### src/rtl/dmem_byte_streamer_if.sv
// Bus bundle for dmem_byte_streamer: request/status, memory read port and byte stream.
// The master modport is the streamer's view of the bundle.
interface dmem_byte_streamer_if #(
    parameter int LEN_W = 16
);
    logic             start;
    logic [31:0]      base_addr;
    logic [LEN_W-1:0] len;
    logic [31:0]      mem_addr;
    logic [31:0]      mem_rdata;
    logic [7:0]       out_data;
    logic             out_valid;
    logic             out_ready;
    logic             busy;
    logic             done;

    modport master (
        input  start, base_addr, len, mem_rdata, out_ready,
        output mem_addr, out_data, out_valid, busy, done
    );

    modport slave (
        output start, base_addr, len, mem_rdata, out_ready,
        input  mem_addr, out_data, out_valid, busy, done
    );
endinterface

### src/rtl/dmem_byte_streamer.sv
// Reads len bytes from data RAM starting at an arbitrary byte address and streams
// them little-endian, one byte per valid/ready handshake.
//
// state | meaning
// IDLE  | waiting for start
// FETCH | word address on the memory port, word captured at the edge
// SEND  | presenting buffered bytes to the consumer
// DONE  | one-cycle completion pulse
module dmem_byte_streamer #(
    parameter int MEM_WORDS = 1024,
    parameter int LEN_W     = 16
) (
    input logic                    clk,
    input logic                    reset,
    dmem_byte_streamer_if.master   bus
);
    localparam int ADDR_W = $clog2(MEM_WORDS * 4);

    typedef enum logic [1:0] {IDLE, FETCH, SEND, DONE} state_t;

    state_t            state, state_nxt;
    logic [ADDR_W-1:0] ptr, ptr_nxt;
    logic [LEN_W-1:0]  rem, rem_nxt;
    logic [31:0]       wbuf, wbuf_nxt;

    // Address bits above the RAM size are dropped, giving the modulo wrap for free.
    logic unused_base_hi;
    assign unused_base_hi = ^bus.base_addr[31:ADDR_W];

    always_ff @(posedge clk) begin
        if (reset) begin
            state <= IDLE;
            ptr   <= '0;
            rem   <= '0;
            wbuf  <= '0;
        end else begin
            state <= state_nxt;
            ptr   <= ptr_nxt;
            rem   <= rem_nxt;
            wbuf  <= wbuf_nxt;
        end
    end

    always_comb begin
        state_nxt = state;
        ptr_nxt   = ptr;
        rem_nxt   = rem;
        wbuf_nxt  = wbuf;
        case (state)
            IDLE: begin
                if (bus.start) begin
                    if (bus.len != '0) begin
                        ptr_nxt   = bus.base_addr[ADDR_W-1:0];
                        rem_nxt   = bus.len;
                        state_nxt = FETCH;
                    end else begin
                        state_nxt = DONE;
                    end
                end
            end
            FETCH: begin
                wbuf_nxt  = bus.mem_rdata;
                state_nxt = SEND;
            end
            SEND: begin
                if (bus.out_ready) begin
                    rem_nxt = rem - 1'b1;
                    ptr_nxt = ptr + 1'b1;
                    if (rem == LEN_W'(1))
                        state_nxt = DONE;
                    else if (ptr[1:0] == 2'd3)
                        state_nxt = FETCH;
                end
            end
            DONE: begin
                state_nxt = IDLE;
            end
            default: begin
                state_nxt = IDLE;
            end
        endcase
    end

    // The pointer's low two bits double as the byte index within the buffered word.
    assign bus.mem_addr  = {{(32-ADDR_W){1'b0}}, ptr[ADDR_W-1:2], 2'b00};
    assign bus.out_data  = (state == SEND) ? wbuf[{ptr[1:0], 3'b000} +: 8] : 8'h00;
    assign bus.out_valid = (state == SEND);
    assign bus.busy      = (state != IDLE);
    assign bus.done      = (state == DONE);
endmodule
### src/flat_wrapper.sv
// flat-port wrapper written by rule: the top's interface ports become plain ports
module dmem_byte_streamer_flat 
#(
    parameter int MEM_WORDS = 1024,
    parameter int LEN_W     = 16
)
  (clk, reset, bus_start, bus_base_addr, bus_len, bus_mem_rdata, bus_out_ready, bus_mem_addr, bus_out_data, bus_out_valid, bus_busy, bus_done);
  dmem_byte_streamer_if #(.LEN_W(LEN_W)) bus_i ();
  input logic clk;
  input logic reset;
  input wire logic [$bits(bus_i.start)-1:0] bus_start;
  input wire logic [$bits(bus_i.base_addr)-1:0] bus_base_addr;
  input wire logic [$bits(bus_i.len)-1:0] bus_len;
  input wire logic [$bits(bus_i.mem_rdata)-1:0] bus_mem_rdata;
  input wire logic [$bits(bus_i.out_ready)-1:0] bus_out_ready;
  output wire logic [$bits(bus_i.mem_addr)-1:0] bus_mem_addr;
  output wire logic [$bits(bus_i.out_data)-1:0] bus_out_data;
  output wire logic [$bits(bus_i.out_valid)-1:0] bus_out_valid;
  output wire logic [$bits(bus_i.busy)-1:0] bus_busy;
  output wire logic [$bits(bus_i.done)-1:0] bus_done;
  assign bus_i.start = bus_start;
  assign bus_i.base_addr = bus_base_addr;
  assign bus_i.len = bus_len;
  assign bus_i.mem_rdata = bus_mem_rdata;
  assign bus_i.out_ready = bus_out_ready;
  assign bus_mem_addr = bus_i.mem_addr;
  assign bus_out_data = bus_i.out_data;
  assign bus_out_valid = bus_i.out_valid;
  assign bus_busy = bus_i.busy;
  assign bus_done = bus_i.done;
  dmem_byte_streamer #(.MEM_WORDS(MEM_WORDS), .LEN_W(LEN_W)) u_core (.clk(clk), .reset(reset), .bus(bus_i));
endmodule
### config.mk
export PLATFORM = sky130hd
export DESIGN_NAME = dmem_byte_streamer_flat
export DESIGN_NICKNAME = d
export VERILOG_FILES = /design/src/rtl/dmem_byte_streamer_if.sv /design/src/rtl/dmem_byte_streamer.sv /design/src/flat_wrapper.sv
export SDC_FILE = /design/constraint.sdc
export NUM_CORES = 1
export LEC_CHECK = 0
export CORE_MARGIN = 2
export CORE_UTILIZATION = 40
export CTS_CLUSTER_DIAMETER = 40
export DETAILED_ROUTE_END_ITERATION = 10
export PLACE_DENSITY_LB_ADDON = 0.05
export SYNTH_ARGS = -nofsm -noshare
export SYNTH_HDL_FRONTEND = slang
export SYNTH_SLANG_ARGS = --single-unit
### constraint.sdc
create_clock -name clk -period 4.8 [get_ports clk]
set_clock_uncertainty 0.1 [all_clocks]
set_input_delay 0.72 -clock clk [delete_from_list [all_inputs] [get_ports clk]]
set_output_delay 0.72 -clock clk [all_outputs]
set_load 0.01 [all_outputs]
==> results.cfg, run 1 <==
[cells_and_area]
drive_above_1_share = 0.07407
areaGrowthSynthToFinish_pct = 27.47
register_area_sq_um = 1241
multi_input_area_sq_um = 1886
nFillCells = 788
antenna_cells = 0
fin_nets = 595

[die]
die_area_sq_um = 9354
pin_count = 127
initial_utilization = 0.4164
dieHeight_um = 96.72
fp-row-count = 33
die_w_um = 96.72
core_sq_um = 8258

[sta]
hold_viol_final = 0
setup_ws_ns = 1.571
finalMaxSlewViolations = 0
worst_pin_slew_ns = 1.227
relSlewSlack = 0.1819
finalCritPeriodShare = 0.6727
fin_tns_setup_ns = 0
finalWorstPathRequiredPeriod_ns = 3.229
setup_violations = 0
clock.fmax_ghz = 0.3097
rsz0062_at_grt = no

[setup_path]
cp_data_required_time_ns = 3.98
critical_path_class = reg -> out
r2r_cells = 6
crit_arrival_ns = 2.41
start_kind = register
end_kind = output port
crit_fanout = 13

[logic_synthesis]
yosysWarnings = 0
ys_seq_area_frac = 0.3610
ys_async_sr_fraction = 0
avgSynthCellArea_sq_um = 7.658
synthCells = 449
synth-edff-count = 0
synth_ff_type = dfxtp_1
synth_seq_cells = 62
synth.distinct_cells = 47
syn-cell-area_sq_um = 3438

[min_path]
min_path_type = reg -> reg
worstHoldPathCells = 2

[run]
cap_violations = 0

[route]
drt_iter0_markers = 157
drt-pass1-iter-count = 4
wire_per_inst_um = 14.99
drc = 0
postRouteAntennaNets = 0
vias = 3313
routed_via_density = 5.361
drt_wl_total_um = 9264

[power]
peakVddDrop_uv = 119.9
p_leak_nw = 1.568
p_total_mw = 1.385
power_density_nw_per_um2 = 316.0

[run_status]
status = completed

[clock_tree]
cts.sinks = 62
clock_path_buffers = 2
cts_root_buf = clkbuf_8
cts.reportedPaths.clkPinSlew_ns = 0.07
clk_latency_ns = 0.34
cts_max_level = 3
cts_tree = yes
post_cts_resized = 0
cts_inserted_buffers = 9
post_cts.repair.setup_buffers = 0
cts.hold.buffers_added = 0

[placement]
gp_congestion = 0.7935
hpwl_um = 6324
post-place-ws_ns = 1.549
port_buffers = 84

[global_route]
grt.overflow.total = 0
grt_pass1_wl_um = 15190
grt_pass1_vias = 3052
track_usage = 0.1971
antenna_found_initial = 0
grt_max_degree = 37
final cells by class:
cell class              count  area share
multi-input cells         337      0.4302
flip-flops and latches     62      0.2832
clock buffers              10     0.02912
clock inverters             6     0.01970
inverters                   8    0.006851
well taps                 105     0.02997
repair buffers             90      0.2010
critical path, cell delays in order (launching register included):
cell and delay [ns]:
dfxtp_1 0.81, mux4_2 0.61, and2_1 0.17, clkdlybuf4s50_1 0.48
flip-flops by register name, indices dropped and copies added, names as in the netlist:
register / flops
u_core.state: 2
u_core.ptr: 12
u_core.wbuf: 32
u_core.rem: 16
through the flow:
step | util | area (sq um) | cells | hold slack [ns]
finish | 0.5308 | 4383 | 618 | 0.3566
global placement | 0.5048 | 4169 | 602 | 0.3417
detailed placement | 0.5048 | 4169 | 602 | 0.3468
global route | 0.5308 | 4383 | 618 | 0.3700
floorplan | - | 3517 | 470 | 0.3331
CTS | 0.5308 | 4383 | 618 | 0.3573
layout by cell type, fill, tap and decap left out, drive strengths merged, types with 2 or more instances in the layout:
master,instances
nand3,15
o32a,2
a31oi,3
o32ai,3
nor2b,2
and3,2
dfxtp,62
bufinv,2
xnor2,2
nor2,16
a211oi,8
conb,22
a21oi,65
mux4,8
o21ai,22
o211ai,4
a311oi,3
o221ai,2
inv,8
clkdlybuf4s50,83
nand3b,2
ha,3
o22ai,3
and4,4
and2,10
o31ai,2
nor4,6
nand2b,3
nand2,106
clkinv,3
o21a,2
clkbuf,10
nand4,4
buf,7
nor3,6
cells in the mapped netlist (3+ instances only):
cell type	n	area (sq um)
a211oi_1	8	60.06
a21oi_1	64	320.3
a311oi_1	3	26.28
a31oi_1	3	18.77
and2_1	9	56.30
and4_1	4	35.03
buf_2	4	20.02
buf_4	32	240.2
clkbuf_1	24	90.09
dfxtp_1	62	1241
ha_1	3	37.54
inv_1	8	30.03
mux4_2	8	180.2
nand2_1	106	397.9
nand2b_1	3	18.77
nand3_1	15	75.07
nand4_1	3	18.77
nor2_1	16	60.06
nor3_1	6	30.03
nor4_1	4	25.02
o211ai_1	4	30.03
o21ai_0	22	110.1
o22ai_1	3	18.77
o32ai_1	3	26.28
kinds of logic (layout without fill, tap and decap cells):
group                    Yosys count  count (layout)  share of synthesized area
AO/OA/AOI/OAI                    123             123                     0.2111
XOR/XNOR                           2               2                   0.005096
adder cells (fa/ha/maj)            3               3                    0.01092
buffers and inverters             71             114                     0.1143
flip-flops                        62              62                     0.3610
multiplexers                      10              10                    0.05859
other                              1              22                   0.001091
AND/OR/NAND/NOR                  177             177                     0.2380
final timing paths:
path / endpoint / start / slack (ns)
worst max-delay path: bus_out_data[1] / u_core.ptr[0] / 1.57
worst min-delay path: u_core.wbuf[29] / u_core.wbuf[29] / 0.36
worst max register to register: u_core.ptr[9] / u_core.state[1] / 2.18
worst min register to register: u_core.wbuf[29] / u_core.wbuf[29] / 0.36
metal layers:
metal	vias up	GRT usage	part of all wire
met2	101	0.3050	0.45
met3	8	0.05058	0.058
met1	1557	0.2811	0.49
li1	1647	-	-
met5	-	0	0
met4	0	0.03575	0.0070
report_power, final:
part	switching, mW	internal (mW)	total, mW	leakage (nW)
registers	0.0446	0.553	0.597	0.508
clock network	0.211	0.292	0.502	0.106
logic	0.146	0.139	0.285	0.953
total	0.402	0.983	1.38	1.57
(Power assumes the default switching activity.)
==> inputs of run 2 (changes only) <==
==> constraint.sdc (replaced) <==
create_clock -name clk -period 2.8 [get_ports clk]
set_clock_uncertainty 0.1 [all_clocks]
set_input_delay 0.42 -clock clk [delete_from_list [all_inputs] [get_ports clk]]
set_output_delay 0.42 -clock clk [all_outputs]
set_load 0.01 [all_outputs]
==> run 2 against run 1 <==
Against the previous run: clock power rose by 65%; final area rose by 1.1%; flip-flop and latch count did not move; combinational power rose by 78%; critical path depth rose by 1; setup slack got worse by 1.4 ns; die area did not move; via count fell by 1.2%; global-route usage barely moved; core utilization rose by 0.58 points; final cell count rose by 1.1%; critical path type unchanged; critical endpoint is now bus_out_data[0].
==> results.cfg, run 2 (synthesized netlist as in run 1, its figures left out) <==
[route]
drt-pass1-iter-count = 4
drt_iter0_markers = 132
drt_wl_total_um = 9216
wire_per_inst_um = 14.75
drc = 0
vias = 3273
routed_via_density = 5.237
postRouteAntennaNets = 0

[clock_tree]
clk_latency_ns = 0.34
cts_inserted_buffers = 9
clock_path_buffers = 2
cts_root_buf = clkbuf_8
post_cts.repair.setup_buffers = 0
post_cts_resized = 0
cts.hold.buffers_added = 0
cts.reportedPaths.clkPinSlew_ns = 0.07
cts_tree = yes
cts_max_level = 3
cts.sinks = 62

[sta]
hold_slack_ns = 0.3547
worst_pin_slew_ns = 0.5545
finalWorstPathRequiredPeriod_ns = 2.637
clock.fmax_ghz = 0.3792
rsz0062_at_grt = no
fin_tns_setup_ns = 0
finalCritPeriodShare = 0.9418
setup_violations = 0
hold_viol_final = 0
finalMaxSlewViolations = 0
relSlewSlack = 0.6298

[global_route]
track_usage = 0.1975
antenna_found_initial = 0
grt.overflow.total = 0
grt_max_degree = 33
grt_pass1_vias = 3150
grt_pass1_wl_um = 15340

[run]
cap_violations = 0

[setup_path]
critical_path_class = reg -> out
crit_fanout = 11
crit_arrival_ns = 2.12
end_kind = output port
start_kind = register
cp_data_required_time_ns = 2.28

[cells_and_area]
layout_commonest_cell = nand2_1
fin_nets = 602
largest_register = u_core.wbuf
final_util = 0.5365
largest_reg_flops = 32
antenna_cells = 0
top_regs = u_core.wbuf x32, u_core.rem x16, u_core.ptr x12
fin_cells = 625
drive_above_1_share = 0.08654
areaGrowthSynthToFinish_pct = 28.86
nFillCells = 806
mostFrequentLayoutCells = nand2_1 (106), clkdlybuf4s50_1 (83), a21oi_1 (64)

[run_status]
status = completed

[power]
p_leak_nw = 1.595
peakVddDrop_uv = 304.7
power_density_nw_per_um2 = 531.1

[min_path]
min_path_type = reg -> reg

[die]
pin_count = 127
core_sq_um = 8258
fp-row-count = 33
dieHeight_um = 96.72
die_area_sq_um = 9354
initial_utilization = 0.4164
die_w_um = 96.72

[placement]
hpwl_um = 6679
gp_congestion = 0.8197
dp_cells = 609
port_buffers = 84
[run 2: worst paths after layout]
path,from,end,slack (ns),cells after the start
max,u_core.ptr[0],bus_out_data[0],0.16,4
min,u_core.wbuf[30],u_core.wbuf[30],0.35,2
max reg2reg,u_core.rem[6],u_core.rem[14],0.68,5
min reg2reg,u_core.wbuf[30],u_core.wbuf[30],0.35,2
[run 2: critical path, stage by stage, from the launching register on]
cell and delay (ns):
dfxtp_1 0.35, buf_4 0.24, mux4_2 0.53, and2_1 0.18, clkdlybuf4s50_1 0.47
[run 2: final cells by class]
class | instances | area (sq um) | area share
Multi-Input combinational cell | 337 | 1886 | 0.4256
Inverter | 8 | 30.03 | 0.006778
Sequential cell | 62 | 1241 | 0.2801
Clock inverter | 4 | 53.80 | 0.01214
Tap cell | 105 | 131.4 | 0.02965
Timing Repair Buffer | 97 | 933.4 | 0.2107
Clock buffer | 12 | 155.1 | 0.03502
[run 2: where the power goes]
group	switching (mW)	internal, mW	total [mW]
Combinational	0.260	0.248	0.507
Clock	0.366	0.463	0.829
Sequential	0.0689	0.948	1.02
[run 2: per-layer routing]
metal / share of wire / wire length [um] / GRT usage / up-vias
li1: - / - / - / 1654
met1: 0.50 / 4562 / 0.2744 / 1509
met2: 0.45 / 4136 / 0.3034 / 100
met3: 0.045 / 418 / 0.04624 / 10
met4: 0.011 / 98 / 0.06392 / 0
met5: 0 / 0 / 0 / -
[run 2: metrics by stage]
stage / setup slack [ns] / total power, mW / cell area (sq um)
2_1_floorplan: 0.7225 / 1.362 / 3517
3_3_place_gp: 0.4516 / 1.532 / 4222
3_5_place_dp: 0.4475 / 1.542 / 4222
4_1_cts: 0.1265 / 2.369 / 4431
5_1_grt: 0.07903 / 2.469 / 4431
6_report: 0.1631 / 2.353 / 4431
